==> src/rtl/ir_smpl_sched.sv <==
// IR sample scheduler: time-shares one A2D port between left/right IR, derives open flags, IR_Dtrm, en_fusion.
// Latency: outputs and smpl_vld appear 1 cycle after the right-channel ack; a round starts every PERIOD cycles.
// Backpressure: a2d_req held until ack (IR_TIMEOUT_EN adds a watchdog that aborts the round and sets a2d_err).
module ir_smpl_sched #(
  parameter logic [15:0] PERIOD     = 16'd4096,
  parameter logic [2:0]  LFT_CHNL   = 3'd0,
  parameter logic [2:0]  RGHT_CHNL  = 3'd1,
  parameter logic [11:0] OPN_THRESH = 12'h300,
  parameter logic [11:0] HYST       = 12'h040,
  parameter logic [15:0] TIMEOUT    = 16'd1024
) (
  input  logic              clk,
  input  logic              rst,
  input  logic              en,
  output logic              a2d_req,
  output logic [2:0]        a2d_chnl,
  input  logic              a2d_ack,
  input  logic [11:0]       a2d_data,
  output logic [11:0]       lft_IR,
  output logic [11:0]       rght_IR,
  output logic              lft_opn,
  output logic              rght_opn,
  output logic signed [8:0] IR_Dtrm,
  output logic              en_fusion,
  output logic              smpl_vld,
  output logic              a2d_err
);

  typedef enum logic [1:0] {IDLE, REQ_L, REQ_R, UPDT} state_t;

  state_t             state, nxt_state;
  logic [15:0]        timer;
  logic               wrap;
  logic               to_hit;
  logic [11:0]        lft_tmp;
  logic signed [12:0] prev_diff;
  logic               prev_vld;
  logic               upd;
  logic signed [12:0] diff;
  logic signed [13:0] d;
  logic signed [8:0]  d_sat;
  logic               lft_opn_nxt, rght_opn_nxt;
  logic [12:0]        clr_lvl;

  assign wrap = en && (timer == PERIOD - 16'd1);

  always_ff @(posedge clk) begin
    if (rst || !en || wrap) timer <= 16'd0;
    else                    timer <= timer + 16'd1;
  end

`ifdef IR_TIMEOUT_EN
  logic [15:0] to_cnt;

  assign to_hit = (to_cnt == TIMEOUT - 16'd1) && !a2d_ack;

  // Restarts on every state change so each channel request gets the full window.
  always_ff @(posedge clk) begin
    if (rst || (nxt_state != state))              to_cnt <= 16'd0;
    else if ((state == REQ_L) || (state == REQ_R)) to_cnt <= to_cnt + 16'd1;
  end

  always_ff @(posedge clk) begin
    if (rst) a2d_err <= 1'b0;
    else if (to_hit && ((state == REQ_L) || (state == REQ_R))) a2d_err <= 1'b1;
  end
`else
  assign to_hit  = 1'b0;
  assign a2d_err = 1'b0;
`endif

  always_ff @(posedge clk) begin
    if (rst) state <= IDLE;
    else     state <= nxt_state;
  end

  always_comb begin
    nxt_state = state;
    a2d_req   = 1'b0;
    a2d_chnl  = 3'd0;
    smpl_vld  = 1'b0;
    case (state)
      IDLE: if (wrap) nxt_state = REQ_L;
      REQ_L: begin
        a2d_req  = 1'b1;
        a2d_chnl = LFT_CHNL;
        if (a2d_ack)     nxt_state = REQ_R;
        else if (to_hit) nxt_state = IDLE;
      end
      REQ_R: begin
        a2d_req  = 1'b1;
        a2d_chnl = RGHT_CHNL;
        if (a2d_ack)     nxt_state = UPDT;
        else if (to_hit) nxt_state = IDLE;
      end
      UPDT: begin
        smpl_vld  = 1'b1;
        nxt_state = IDLE;
      end
      default: nxt_state = IDLE;
    endcase
  end

  // Right reading is consumed straight off the bus so results land as UPDT begins.
  assign upd     = (state == REQ_R) && a2d_ack;
  assign diff    = $signed({1'b0, lft_tmp}) - $signed({1'b0, a2d_data});
  assign d       = {diff[12], diff} - {prev_diff[12], prev_diff};
  assign clr_lvl = {1'b0, OPN_THRESH} + {1'b0, HYST};

  always_comb begin
    d_sat = d[8:0];
    if (d > 14'sd255)       d_sat = 9'sd255;
    else if (d < -14'sd256) d_sat = -9'sd256;
  end

  always_comb begin
    lft_opn_nxt = lft_opn;
    if (lft_tmp < OPN_THRESH)              lft_opn_nxt = 1'b1;
    else if ({1'b0, lft_tmp} >= clr_lvl)   lft_opn_nxt = 1'b0;
    rght_opn_nxt = rght_opn;
    if (a2d_data < OPN_THRESH)             rght_opn_nxt = 1'b1;
    else if ({1'b0, a2d_data} >= clr_lvl)  rght_opn_nxt = 1'b0;
  end

  always_ff @(posedge clk) begin
    if (rst) lft_tmp <= 12'd0;
    else if ((state == REQ_L) && a2d_ack) lft_tmp <= a2d_data;
  end

  always_ff @(posedge clk) begin
    if (rst) begin
      lft_IR    <= 12'd0;
      rght_IR   <= 12'd0;
      lft_opn   <= 1'b1;
      rght_opn  <= 1'b1;
      IR_Dtrm   <= 9'sd0;
      en_fusion <= 1'b0;
      prev_diff <= 13'sd0;
      prev_vld  <= 1'b0;
    end else if (upd) begin
      lft_IR    <= lft_tmp;
      rght_IR   <= a2d_data;
      lft_opn   <= lft_opn_nxt;
      rght_opn  <= rght_opn_nxt;
      IR_Dtrm   <= prev_vld ? d_sat : 9'sd0;
      en_fusion <= prev_vld & ~(lft_opn_nxt & rght_opn_nxt);
      prev_diff <= diff;
      prev_vld  <= 1'b1;
    end
  end

endmodule

==> config.mk <==
export PLATFORM = sky130hd
export DESIGN_NAME = ir_smpl_sched
export DESIGN_NICKNAME = d
export VERILOG_FILES = /design/src/rtl/ir_smpl_sched.sv
export SDC_FILE = /design/constraint.sdc
export NUM_CORES = 1
export LEC_CHECK = 0
export BUFFER_PORTS_ARGS = -buffer_cell sky130_fd_sc_hd__clkbuf_2
export CORE_MARGIN = 3
export CORE_UTILIZATION = 56
export DETAILED_ROUTE_END_ITERATION = 7
export PLACE_DENSITY_LB_ADDON = 0.05
export SLEW_MARGIN = 20
export SYNTH_ARGS = -nofsm -noshare
export SYNTH_HDL_FRONTEND = slang
export SYNTH_SLANG_ARGS = --single-unit
==> constraint.sdc <==
create_clock -name clk -period 5.3 [get_ports clk]
set_clock_uncertainty 0.1 [all_clocks]
set_input_delay 1.06 -clock clk [delete_from_list [all_inputs] [get_ports clk]]
set_output_delay 1.06 -clock clk [all_outputs]
set_load 0.02 [all_outputs]
== Word level (Yosys, flattened, before mapping) ==
Index checks and enable logic that the tools add are counted.
Storage, ports and cells
  flip-flop bits (word level): 80
  input port bits: 16
  logic and storage cells: 53
  output and inout port bits: 42
Cells by class
  order comparisons: 6
  add/subtract/negate cells: 3
  multiplexer cells: 14
  bitwise logic cells: 3
  reduce and logical (&&, ||, !) cells: 9
  eq/ne operators: 7
Operator list (count)
  $mux W9: 3
  $ge A12 B10 Y1 const B: 2
  $lt A12 B10 Y1 const B: 2
  $add A16 B1 Y16 const B: 1
  $eq A16 B12 Y1 const B: 1
  $gt A14 B9 Y1 const B: 1
  $lt A14 B9 Y1 const B: 1
  $sub A13 B13 Y14: 1
  $sub A12 B12 Y13: 1
  $pmux W2 S4: 1
  $mux W1: 7
  $mux W2: 3
  $ne A2 B2 Y1 const B: 3
  $eq A2 B2 Y1 const B: 2
  $logic_and A1 B1 Y1: 3
  $reduce_and A3 Y1: 1
  $and A1 B1 Y1: 2
  $eq A2 B1 Y1 const B: 1
  $logic_not A2 Y1: 1
  $logic_or A1 B1 Y1: 2
  $reduce_or A2 Y1: 1
  $logic_not A1 Y1: 1
  $not A1 Y1: 1

== Depth between registers and ports, before layout ==
  depth after elaboration: 6
  depth in mapped cells: 21
  mapped depth without buffers: 20

== Least setup slack after synthesis ==
OpenSTA, ideal clock, no wires.
  path type: input -> register
  start: in a2d_data[0]
  end: reg IR_Dtrm[7]
  slack: 584 ps
  required time: 5140 ps
  stages on the path: 19
  data arrival time: 4557 ps
  path buffers: 1
  path through: ha_1 -> fa_1 -> nor2b_1 -> o21ai_0 -> a21boi_0 -> o21ai_0 -> a21oi_1 -> o2111ai_1 -> nand2_1 -> nor2_1 -> ha_1 -> clkbuf_1 -> and3_1 -> nand2b_1 -> o21ai_0 -> xnor2_1 -> o31a_1 -> nor2_1 -> a221o_1
Between the ends
  longest elaborated chain between the ends: 6
RTL lines
  start: declaration: line 18  | input logic [11:0] a2d_data,
  $sub A12 B12 Y13 (*): line 106  | assign diff = $signed({1'b0, lft_tmp}) - $signed({1'b0, a2d_data});
  net diff[10]: line 39  | logic signed [12:0] diff;
  $sub A13 B13 Y14 (*): line 107  | assign d = {diff[12], diff} - {prev_diff[12], prev_diff};
  $lt A14 B9 Y1: line 113  | else if (d < -14'sd256) d_sat = -9'sd256;
  $mux W9: line 113
  $mux W9 (*): line 112  | if (d > 14'sd255) d_sat = 9'sd255;
  $mux W9 (*): line 145  | IR_Dtrm <= prev_vld ? d_sat : 9'sd0;
  end signal: assignment: line 145
  end: declaration: line 23  | output logic signed [8:0] IR_Dtrm,
The timed path passes the listed nets; every way through them passes the cells marked *.
A chain may end at the register's enable or synchronous reset.

== Worst setup path after layout ==
  start: in a2d_data[0]
  end: reg IR_Dtrm[4]
Same word-level chain as after synthesis.

==> impl_metrics.yaml <==
global_routing:
  grt_pass1_wl_mm: 15.93
  grt_pass1_vias: 3552
  grt_usage_pct: 22.57
  grt_max_degree: 45
  antenna_found_initial: 0
  gr-total-overflow: 0
setup_path:
  worstSetupEndpointType: "register"
  cp-start-kind: "input port"
  crit_type: "in2reg"
  arrival_ns: 5.06
  reg2reg_depth: 19
  critical_path.endpoint: "IR_Dtrm[4]"
  critPathMaxFanout: 9
  regToRegSetupSlack_ns: 0.79
  rr_startpoint: "lft_tmp[0]"
  crit_start: "a2d_data[0]"
  r2r_end: "IR_Dtrm[4]"
  cp.required_ns: 5.44
final_layout:
  layout_commonest_cell: "nand2_1"
  mostFrequentLayoutCells: "nand2_1, dfxtp_1, a21oi_1"
  areaGrowthSynthToFinish_pct: 12.76
  final_nets: 650
  stdcell_count: 705
  nFillCells: 674
  final_cell_area_um2: 4853
  fin_util_pct: 65.86
  n_antenna_cell: 0
  drive_gt1_share_pct: 12.71
synth:
  synthDistinctLibCells: 53
  synthArstFlopShare_pct: 0
  ys.warnings.count: 0
  synth_seq_cells: 80
  synth_edf_count: 0
  syn_area_per_cell_um2: 7.755
  syn-cell-area_um2: 4304
  ys.flop_type: "dfxtp_1"
  syn_inst: 555
  ys_seq_area_share_pct: 37.21
timing:
  drv_slew: 0
  relSlewSlack_pct: 43.74
  post-route-period-util_pct: 92.77
  max_slew.worst_pin.slew_ns: 0.8419
  setup_viol: 0
  fmax_mhz: 203.4
  report.final.hold_viol_count: 0
  min_period_ns: 4.917
  rsz0062_at_grt: "false"
  tns_ns: 0
drt:
  dr.pass1.iters: 4
  routed_wirelength_mm: 9.303
  first_iter_violations: 159
  vias_per_cell: 5.382
  via_count: 3794
  ant_nets: 0
  routedWlPerCell_um: 13.20
  drc: 0
cts:
  clock-sinks: 80
  clk_latency_ns: 0.36
  cts_tree: "built"
  cts_buffer_depth: 2
  root_buffer: "clkbuf_8"
  post_cts_resized: 0
  cts_made_buffers: 9
  holdBufCountCts: 0
  h-tree-depth: 3
  path_clk_slew_ns: 0.08
  cts_setup_buffers: 0
pwr:
  ir_drop_v: 0.0002165
  p_leak_nw: 1.948
  powerDensity_nw_per_um2: 336.6
floorplanning:
  initial_core_util_pct: 58.40
  die_area_um2: 8774
  row_count: 31
  io_pins: 58
  core_um2: 7370
  die_x_um: 93.67
  die_h_um: 93.67
worst_hold_path:
  worstHoldStart: "lft_IR[5]"
  hold_path_class: "reg2reg"
placed_design:
  port_buffers: 54
  dp_hpwl_mm: 6.792
  gp_congestion: 0.8053
  place_inst: 689
  postPlaceCellArea_um2: 4629
status:
  outcome: "complete, no violations"
flow_run:
  drv_cap: 0
-- how the worst min path moves through the flow --
stage | cells past startpoint | endpoint | slack, ns
finish | 2 | lft_IR[5] | 0.36
global route | 2 | en_fusion | 0.38
CTS | 2 | rght_IR[5] | 0.36
detailed placement | 2 | rght_IR[5] | 0.35
global placement | 2 | en_fusion | 0.34
floorplan | 1 | timer[0] | 0.33
-- critical path, cell delays in order --
cell,delay [ns]
clkbuf_2,0.11
ha_1,0.23
fa_1,0.41
nor2b_1,0.11
o21ai_0,0.10
a21boi_0,0.27
o21ai_0,0.15
a21oi_1,0.29
o2111ai_1,0.25
nand2_1,0.11
nor2_1,0.06
ha_1,0.47
and3_1,0.26
nand2b_1,0.08
o21ai_0,0.25
xnor2_1,0.18
o31a_1,0.23
nor2_2,0.09
a221o_1,0.35
-- synthesized netlist by cell type (5+ instances only) --
cell      number  area share (%)
xor2_1        10             2.0
inv_1         42             3.7
nand2_1      107             9.3
and2_1         5            0.73
dfxtp_1       80              37
or3_1          6            0.87
clkbuf_1      17             1.5
nand3_1       15             1.7
nor2_1        53             4.6
nor3_1         9             1.0
a221o_1        6             1.4
ha_1          31             9.0
a21oi_1       65             7.6
xnor2_1       17             3.5
o21ai_0       13             1.5
a21o_1         6             1.0
-- layer usage --
layer | vias up | wire length, um | GRT usage [%]
met1 | 1737 | 4488 | 29.87
met2 | 77 | 4172 | 36.69
met3 | 17 | 431 | 3.766
met5 | - | 0 | 0
met4 | 0 | 210 | 9.025
li1 | 1963 | - | -
-- registers in the layout, summed over array words and instances, names as in the netlist, 2 cells and up --
name and flops:
rght_IR 12, lft_tmp 12, timer 16, lft_IR 12
prev_diff 13, state 2, IR_Dtrm 9
-- power breakdown --
group          total [W]  switching, W  internal (W)
clock network   0.000509      0.000228      0.000281
logic           0.000484      0.000290      0.000194
registers       0.000641     0.0000188      0.000622
total            0.00163      0.000537       0.00110
-- layout make-up --
| cell class | instances | area, um2 | share of cell area (%) |
|---|---|---|---|
| Multi-Input combinational cell | 410 | 2449 | 50.45 |
| Sequential cell | 80 | 1602 | 33.00 |
| Timing Repair Buffer | 58 | 300.3 | 6.187 |
| Inverter | 42 | 157.7 | 3.248 |
| Clock buffer | 12 | 145.1 | 2.990 |
| Tap cell | 99 | 123.9 | 2.552 |
| Clock inverter | 4 | 76.32 | 1.573 |
-- kinds of logic (layout without fill, tap and decap cells) --
kind of cell / count (synthesis) / after routing / synth area share (%)
multiplexers: 3 / 3 / 0.6977
AND/OR/NAND/NOR: 220 / 220 / 22.41
AO/OA/AOI/OAI: 124 / 124 / 18.02
flip-flops: 80 / 80 / 37.21
buffers and inverters: 67 / 116 / 6.133
other: 1 / 3 / 0.08713
XOR/XNOR: 27 / 27 / 5.494
adder cells (fa/ha/maj): 33 / 33 / 9.942
-- through the flow --
| step | total power (W) | hold slack, ns | setup WS, ns |
|---|---|---|---|
| 3_5_place_dp | 0.001131 | 0.3454 | 0.05456 |
| 6_report | 0.001634 | 0.3564 | 0.3831 |
| 2_1_floorplan | 0.001029 | 0.3300 | 0.5839 |
| 4_1_cts | 0.001638 | 0.3559 | 0.3749 |
| 5_1_grt | 0.001735 | 0.3795 | 0.08329 |
| 3_3_place_gp | 0.001119 | 0.3404 | 0.2436 |
No activity file was read; power rests on OpenSTA's default activity.
